--- src/rtl/conv_encoder.sv ---
// -----------------------------------------------------------------------------
// conv_encoder
//   Rate-1/2 feedforward convolutional encoder with valid/ready framing.
//   Each accepted information bit yields one 2-bit code symbol {y1, y0} one
//   cycle later. When TAIL_EN is set, M zero tail bits are appended after the
//   bit flagged by in_last, so every frame ends in encoder state 0. The state
//   convention is next_state = {state[M-2:0], in_bit}, matching the decoder.
//
// Ports
//   clk        in   1  clock, rising edge
//   rst        in   1  synchronous active-high reset
//   in_valid   in   1  in_bit valid
//   in_ready   out  1  encoder accepts in_bit this cycle
//   in_bit     in   1  information bit
//   in_last    in   1  in_bit is the final bit of the frame
//   out_valid  out  1  out_sym valid
//   out_ready  in   1  downstream accepts out_sym this cycle
//   out_sym    out  2  {y1, y0} code symbol
//   out_last   out  1  final symbol of the frame
//   busy       out  1  tail in progress or symbol pending
// -----------------------------------------------------------------------------
module conv_encoder #(
    parameter int           M       = 6,
    parameter logic [M:0]   G0      = 7'o171,
    parameter logic [M:0]   G1      = 7'o133,
    parameter bit           TAIL_EN = 1'b1
) (
    input  logic       clk,
    input  logic       rst,
    input  logic       in_valid,
    output logic       in_ready,
    input  logic       in_bit,
    input  logic       in_last,
    output logic       out_valid,
    input  logic       out_ready,
    output logic [1:0] out_sym,
    output logic       out_last,
    output logic       busy
);

    localparam int            TW        = (M > 1) ? $clog2(M) : 1;
    localparam logic [TW-1:0] TAIL_LAST = TW'(M - 1);

    localparam logic [0:0] ST_DATA = 1'b0;
    localparam logic [0:0] ST_TAIL = 1'b1;

    // Parity of the tapped register bits; bit 0 of r is the current input,
    // bit M the oldest stored bit.
    function automatic logic [1:0] encode_sym(input logic [M-1:0] st, input logic b);
        logic [M:0] r;
        r = {st, b};
        return {^(r & G1), ^(r & G0)};
    endfunction

    logic [M-1:0]  state_q,     state_d;
    logic [0:0]    fsm_q,       fsm_d;
    logic [TW-1:0] tail_cnt_q,  tail_cnt_d;
    logic          out_valid_q, out_valid_d;
    logic [1:0]    out_sym_q,   out_sym_d;
    logic          out_last_q,  out_last_d;
    logic          busy_q,      busy_d;
    logic          out_free_s;

    // Next-state logic: data acceptance, tail generation and output register load.
    always_comb begin
        state_d     = state_q;
        fsm_d       = fsm_q;
        tail_cnt_d  = tail_cnt_q;
        out_valid_d = out_valid_q;
        out_sym_d   = out_sym_q;
        out_last_d  = out_last_q;
        // The single output slot can be refilled when empty or being drained now.
        out_free_s  = !out_valid_q || out_ready;
        in_ready    = 1'b0;

        case (fsm_q)
            ST_DATA: begin
                in_ready = out_free_s;
                if (in_valid && out_free_s) begin
                    out_sym_d   = encode_sym(state_q, in_bit);
                    out_valid_d = 1'b1;
                    state_d     = {state_q[M-2:0], in_bit};
                    if (in_last) begin
                        if (TAIL_EN) begin
                            fsm_d      = ST_TAIL;
                            tail_cnt_d = {TW{1'b0}};
                            out_last_d = 1'b0;
                        end else begin
                            // Without a tail the next frame must still start from state 0.
                            out_last_d = 1'b1;
                            state_d    = {M{1'b0}};
                        end
                    end else begin
                        out_last_d = 1'b0;
                    end
                end else if (out_free_s) begin
                    out_valid_d = 1'b0;
                    out_last_d  = 1'b0;
                end else begin
                    out_valid_d = out_valid_q;
                end
            end
            ST_TAIL: begin
                in_ready = 1'b0;
                if (out_free_s) begin
                    out_sym_d   = encode_sym(state_q, 1'b0);
                    out_valid_d = 1'b1;
                    state_d     = {state_q[M-2:0], 1'b0};
                    if (tail_cnt_q == TAIL_LAST) begin
                        // M zeros have been shifted in, so state_d is already 0.
                        out_last_d = 1'b1;
                        fsm_d      = ST_DATA;
                        tail_cnt_d = tail_cnt_q;
                    end else begin
                        out_last_d = 1'b0;
                        tail_cnt_d = tail_cnt_q + TW'(1);
                    end
                end else begin
                    out_valid_d = out_valid_q;
                end
            end
            default: begin
                fsm_d       = ST_DATA;
                state_d     = {M{1'b0}};
                tail_cnt_d  = {TW{1'b0}};
                out_valid_d = 1'b0;
                out_last_d  = 1'b0;
            end
        endcase

        busy_d = (fsm_d == ST_TAIL) || out_valid_d;
    end

    // State and output registers with synchronous reset.
    always_ff @(posedge clk) begin
        if (rst) begin
            state_q     <= {M{1'b0}};
            fsm_q       <= ST_DATA;
            tail_cnt_q  <= {TW{1'b0}};
            out_valid_q <= 1'b0;
            out_sym_q   <= 2'b00;
            out_last_q  <= 1'b0;
            busy_q      <= 1'b0;
        end else begin
            state_q     <= state_d;
            fsm_q       <= fsm_d;
            tail_cnt_q  <= tail_cnt_d;
            out_valid_q <= out_valid_d;
            out_sym_q   <= out_sym_d;
            out_last_q  <= out_last_d;
            busy_q      <= busy_d;
        end
    end

    assign out_valid = out_valid_q;
    assign out_sym   = out_sym_q;
    assign out_last  = out_last_q;
    assign busy      = busy_q;

endmodule

--- config.mk ---
export PLATFORM = sky130hd
export DESIGN_NAME = conv_encoder
export DESIGN_NICKNAME = d
export VERILOG_FILES = /design/src/rtl/conv_encoder.sv
export SDC_FILE = /design/constraint.sdc
export NUM_CORES = 1
export LEC_CHECK = 0
export CAP_MARGIN = 5
export CORE_AREA = 2 2 39 41
export CTS_BUF_LIST = sky130_fd_sc_hd__clkbuf_4
export DETAILED_ROUTE_END_ITERATION = 7
export DIE_AREA = 0 0 41 43
export PLACE_DENSITY = 0.85
export SLEW_MARGIN = 20
export SYNTH_ARGS = -nofsm -noshare
export SYNTH_HDL_FRONTEND = slang
export SYNTH_SLANG_ARGS = --single-unit
--- constraint.sdc ---
create_clock -name clk -period 1.6 [get_ports clk]
set_input_delay 0.4 -clock clk [delete_from_list [all_inputs] [get_ports clk]]
set_output_delay 0.4 -clock clk [all_outputs]
set_load 0.02 [all_outputs]
==> impl_results.md <==
* Worst hold start: out_last
* Clock latency on the worst-skew pair at 0.29 ns
* Worst slew pin tran at 0.385 ns
* Ranking of synthesized cells by area: dfxtp_1, mux2i_1, nor2_1
* Die width at 41 µm
* Die Y at 43 µm
* Post-synth net total at 79
* Number of synthesized register bits at 15
* Crit-path slowest cell: dfxtp_1
* Post-DP HPWL at 1050 µm
* Total GRT Usage at 19.5%
* Vias at just under 600
* Final WL at roughly 1400 µm
* Most numerous cell in the Yosys netlist: dfxtp_1
* Worst Hold Class: flop to flop
* Worst EP required at 1.20 ns
* Max Freq at 680 MHz
* Tcrit/Tclk final at 91.9%
* Cell Pwr Density at between 800 and 900 nW/µm²
* Worst reg2reg startpoint: state_q[2]
* Layout Skew at around 0.0014 ns
* Rows at 14
* Setup CP Type: flop to primary output
* YS warnings at 0
* # IOs at 12
* IR drop worst, VDD at ~0.00051 V
* Sequential area share after synthesis at 44.8%
* Initial antenna violation count at 0
* Worst setup EP type: primary output
* Post-route ant nets at 0
* Fill count at 119
* Setup Total Neg Slack at 0 ns
* Synth top cells by count: dfxtp_1, nor2_1, mux2i_1, a31oi_1
* Status: finished clean
* WP data arrival at about 1.1 ns
* Min-Delay Endpoint: out_last
* Mapped Area at 671 µm²
* Layout Nets at about 110
* Htree depth at 1
* Crit-path max cell delay at between 0.3 and 0.4 ns
* Via-to-Cell Ratio at 5.24
* Routed len/inst at between 10 and 15 µm
* Asr flop ratio synth at 0%
* Number of synthesized flops with an enable pin at 0
* Yosys top cell area share at 44.8%
* Initial DRT Pass Iterations at 4
* Core Region at 1380 µm²
* Root Buffer: clkbuf_4
* Critical path launch point type: flop
* Max Fanout on Critical Path at 2
* CTS buffer count at 3
* Die area at ~1800 µm²
* Vias in the first global route at 569
* Final Slew Violations at 0
* Final setup violation count at 0
* Final hold violation count at 0
* First-pass GRT wire length at about 2300 µm
* RSZ-0062 raised after global routing: no
* Post-DP Area at 877 µm²
* Iter 0 DRT Violations at 9
* Slew headroom at between 70% and 80%
* DRC at 0
* Final instance area at 911 µm²
* Largest net degree at the start of global routing at 10
* CTS Sinks at 15
* Syn_area_per_cell at 9.45 µm²
* Critical R2R Capture: out_sym[1]
* Total grt overflow at 0
* Area grow syn2layout at 35.8%
* Clk slew on worst S/H paths at approximately 0.090 ns
* Synth cell types at 27
* Worst hold slack at roughly 0.5 ns
* Synth Flop Type: dfxtp_1
* R2R depth at 4
* Post-Syn Instances at 71
* Fraction of layout cells with a size suffix above 1 at a little over a fifth
* Hold depth at 2
* Effective utilization at floorplan at 48.5%
* Clock buffer depth at 2
* Minimum clock period after layout at 1.47 ns
* Reg area at 300 µm²
* Maxcap violations at 0
* CTS tree: built
* Cell type with the largest total area after synthesis: dfxtp_1
* Leak at roughly 0.41 nW
* Crit-path cells: buf_4, dlygate4sd2_1
* Multi-input gate area at between 300 and 400 µm²
* Number of diodes at 0
* R2r setup slk at 0.13 ns
* PortBufs at 11
* Placer Congestion at ~0.77
-- cells by family (layout without fill, tap and decap cells) --
group,after synthesis,in the layout,share of synthesized area (%)
and+or+nand+nor,28,28,20.0
adders and majority gates,2,2,3.73
AOI/OAI and AO/OA,12,12,12.5
xor gates and xnor gates,4,4,7.46
muxes,6,6,8.96
DFF,15,15,44.8
buffers and inverters,4,29,2.61
-- state kept, by name, indices dropped and copies added, names as in the netlist --
name and count:
out_last 1, tail_cnt_q 3, fsm_q 1, state_q 6, busy 1, out_sym 2, out_valid 1
-- timing repair --
item,4_1_cts,5_1_grt
setup endpoints to repair,10,1
pin swaps,0,1
hold buffers,0,0
resized for setup,11,2
buffers inserted,0,1
gates cloned,0,0
hold endpoints to repair,0,0
-- power by group --
group | total, mW | switching, mW | internal, mW | leakage, nW
Sequential | 0.399 | 0.0101 | 0.389 | 0.122
Clock | 0.242 | 0.128 | 0.114 | 0.0184
Combinational | 0.149 | 0.0715 | 0.0774 | 0.267
Total | 0.789 | 0.209 | 0.580 | 0.408
-- layer usage --
metal,track usage [%],up-vias,wire length (µm)
met5,0,-,0
met4,12.0,0,40
met3,4.71,5,52
met2,29.1,12,659
met1,24.1,271,655
li1,-,299,-
-- per-stage QoR --
| stage | power, mW | setup slack (ns) | instances | util [%] |
|---|---|---|---|---|
| after floorplan | 0.482 | 0.200 | 71 | - |
| after global placement | 0.555 | -0.443 | 107 | 63.4 |
| after CTS | 0.793 | -0.0127 | 111 | 64.9 |
| after global routing | 0.822 | 0.0246 | 112 | 65.8 |
| final | 0.789 | 0.130 | 112 | 65.8 |
| after detailed placement | 0.558 | -0.469 | 107 | 63.4 |
-- cell usage in the layout (no fill, tap or decap), types with 2 or more instances in the layout --
cell | synthesis | layout
nand2_1 | 3 | 3
a31oi_1 | 4 | 4
clkdlybuf4s50_1 | 0 | 4
dfxtp_1 | 15 | 15
buf_4 | 0 | 14
mux2i_1 | 6 | 6
ha_1 | 2 | 2
dlygate4sd2_1 | 0 | 5
nor2_1 | 13 | 13
nand3_1 | 2 | 2
xnor2_1 | 2 | 2
a32oi_1 | 2 | 2
clkbuf_4 | 0 | 4
nor3_1 | 3 | 3
-- worst max path at each step --
stage | startpoint | end | slack, ns | cells after the start
after global placement | out_ready | in_ready | -0.44 | 4
after floorplan | out_valid | out_sym[1] | 0.20 | 4
after detailed placement | out_ready | in_ready | -0.47 | 4
after global routing | state_q[2] | out_sym[1] | 0.02 | 4
final | out_valid | out_valid | 0.13 | 2
after CTS | out_ready | in_ready | -0.01 | 4
-- area by class of cell --
type | count | area share (%)
multi-input combinational | 52 | 39.0
timing repair buffer | 24 | 22.1
sequential | 15 | 33.0
tap | 16 | 2.20
clock buffer | 4 | 3.30
inverter | 1 | 0.412
-- worst max-delay path, delay by kind of cell (launching register included) --
family	cells	cell delay (ns)
buffers and inverters	2	0.43
flip-flops	1	0.35
Note: power is estimated with default switching activity, not from simulation.
==> RTL change, RTL diff (config.mk and constraints unchanged) <==
The parameter `G0` goes from 7'o171 to 90.
--- a/src/rtl/conv_encoder.sv
+++ b/src/rtl/conv_encoder.sv
@@ -21,7 +21,7 @@
 // -----------------------------------------------------------------------------
 module conv_encoder #(
     parameter int           M       = 6,
-    parameter logic [M:0]   G0      = 7'o171,
+    parameter logic [M:0]   G0      = 90,
     parameter logic [M:0]   G1      = 7'o133,
     parameter bit           TAIL_EN = 1'b1
 ) (
Behaviour: not the same (a bounded check fails within 4 cycles, from zero or initial values and one cycle with rst high).
==> RTL change against the unedited design <==
Worst hold slack worse by 0.038 ns; worst setup slack improved by 0.0014 ns; combinational power down 7%; design area fell by 6.6%; critical path type unchanged; sequential cell count is the same; global-route usage decreased by 2.8 points; die area unchanged; routed wire length down 6.0%; synthesized area stayed put; total power down 2.5%.
==> RTL change: results (changes against the unedited design) <==
Worst-Margin Slew=0.276 ns (was 0.385 ns); Leak Pwr=0.346 nW (was 0.408 nW); fin nets=106 (was 105); Post-Route WL=1.32 mm (was 1.41 mm); H-tree depth=1 (unchanged); largest net degree at the start of global routing=17 (was 10); Worst R2R Path Depth=4 (unchanged); RR Startpoint=fsm_q (was state_q[2]); clock slew at reported path FFs=0.08 ns; post-DR vias/cell=5.48 (was 5.24); Crit path max-delay family=flip-flops (was buffers and inverters); Commonest cells post-synth=dfxtp_1, nand2_1, a21oi_1 (was dfxtp_1, nor2_1, mux2i_1); CP max stage delay=0.32 ns (was 0.35 ns); clk_skew=0.00481 ns (was 0.00142 ns); dpl cell area=820 um2 (was 877 um2); mux contribution to synthesized area=0 (was 0.0896); post-synthesis adder-cell area fraction=0.0373 (unchanged); worst-skew pair later-pin latency=~0.28 ns; Synth area leaders=dfxtp_1, a21oi_1, nand2_1, nor2_1, xnor2_1 (was dfxtp_1, mux2i_1, nor2_1, a31oi_1, ha_1); Setup crit end=in_ready (was out_valid); antenna violations before repair=0 (unchanged); Seq/Total Area, Yosys=0.448 (unchanged); DP Wirelength=958 um (was 1.05 mm); Core Util, Final=0.615 (was 0.658); worst-path fanout max=3 (was 2); Final Wtd Congestion=0.709 (was 0.774); reg2reg end=out_sym[1] (unchanged); first-pass GRT wire length=1.97 mm (was 2.26 mm); Async SR Flop Fraction=0 (unchanged); Syn Nets=87 (was 79); Compound-Gate Fraction of Synth Area=0.157 (was 0.125); layout cells sized above 1=0.165 (was 0.208); Fillers=119 (unchanged); DR iter-0 viols=10 (was 9); DR pass1 iterations=4 (unchanged); IR drop worst, VDD=531 uV (was 513 uV); CTS buffer count=3 (unchanged); status=completed (unchanged); fin crit period=1.47 ns (about the same); number of global-route vias before repair=524 (was 569); aggregate global-route resource usage=0.167 (was 0.195); unique cell type count in the Yosys netlist=25 (was 27); Place WS=-0.488 ns (was -0.469 ns); register with the most flip-flops=state_q (unchanged); XOR/XNOR Fraction of Synth Area=0.0392 (was 0.0746); R2R setup slack=0.29 ns (was 0.13 ns)
[RTL change: cell count changes after synthesis, moves of 2 or more]
cell | unedited run | this run
nor3_1 | 3 | 1
mux2i_1 | 6 | 0
o21ai_1 | 0 | 3
a31oi_1 | 4 | 1
nand2_1 | 3 | 13
a21oi_1 | 1 | 10
a32oi_1 | 2 | 0
nand4b_1 | 0 | 2
nor2_1 | 13 | 8
buf_2 | 2 | 0
[RTL change: cell type report]
cell class                 count  share of cell area
clock buffer                   4              0.0353
tap                           16              0.0235
sequential                    15               0.353
inverter                       1             0.00441
multi-input combinational     59               0.400
timing repair buffer          18               0.184
[RTL change: cell families (layout without fill, tap and decap cells)]
| kind of cell | after synthesis | after routing |
|---|---|---|
| compound gates | 19 | 19 |
| xor+xnor | 3 | 3 |
| fa+ha+maj | 2 | 2 |
| buf+inv | 5 | 23 |
| flops | 15 | 15 |
| simple gates | 35 | 35 |
[RTL change: worst min path at each step]
stage	start	to	slack, ns	cells past startpoint
final	state_q[4]	state_q[4]	0.46	2
after global routing	state_q[4]	state_q[4]	0.48	2
after detailed placement	state_q[4]	state_q[5]	0.45	2
after global placement	state_q[4]	state_q[5]	0.44	2
after floorplan	state_q[4]	state_q[5]	0.43	2
after CTS	state_q[4]	state_q[4]	0.47	2
[RTL change: power by group]
group          total (W)  switching, W  internal (W)
Combinational   0.000139     0.0000744     0.0000650
Sequential      0.000400    0.00000994      0.000390
Clock           0.000230      0.000116      0.000114
[RTL change: metal layers]
layer  track usage  vias to the layer above  wire (um)
met4         0.127                        0         38
met1         0.191                      284        582
met5             0                        -          0
li1              -                      311          -
met2         0.256                       19        648
met3        0.0314                        5         53
[RTL change: what timing repair did]
action                     in CTS  in global routing
setup endpoints to repair       5                  1
setup buffers                   1                  0
pin swaps                       1                  0
resized for setup              10                  1
[RTL change: through the flow]
step / hold slack (ns) / cells
after floorplan: 0.432 / 79
after global placement: 0.437 / 108
after detailed placement: 0.450 / 108
after CTS: 0.467 / 113
after global routing: 0.483 / 113
final: 0.462 / 113
[RTL change: worst min-delay path: cells and delay by family, from the launching register on]
kind,cells,cell delay [ns]
AND/OR/NAND/NOR,1,0.05
AO/OA/AOI/OAI,1,0.05
flip-flops,1,0.32
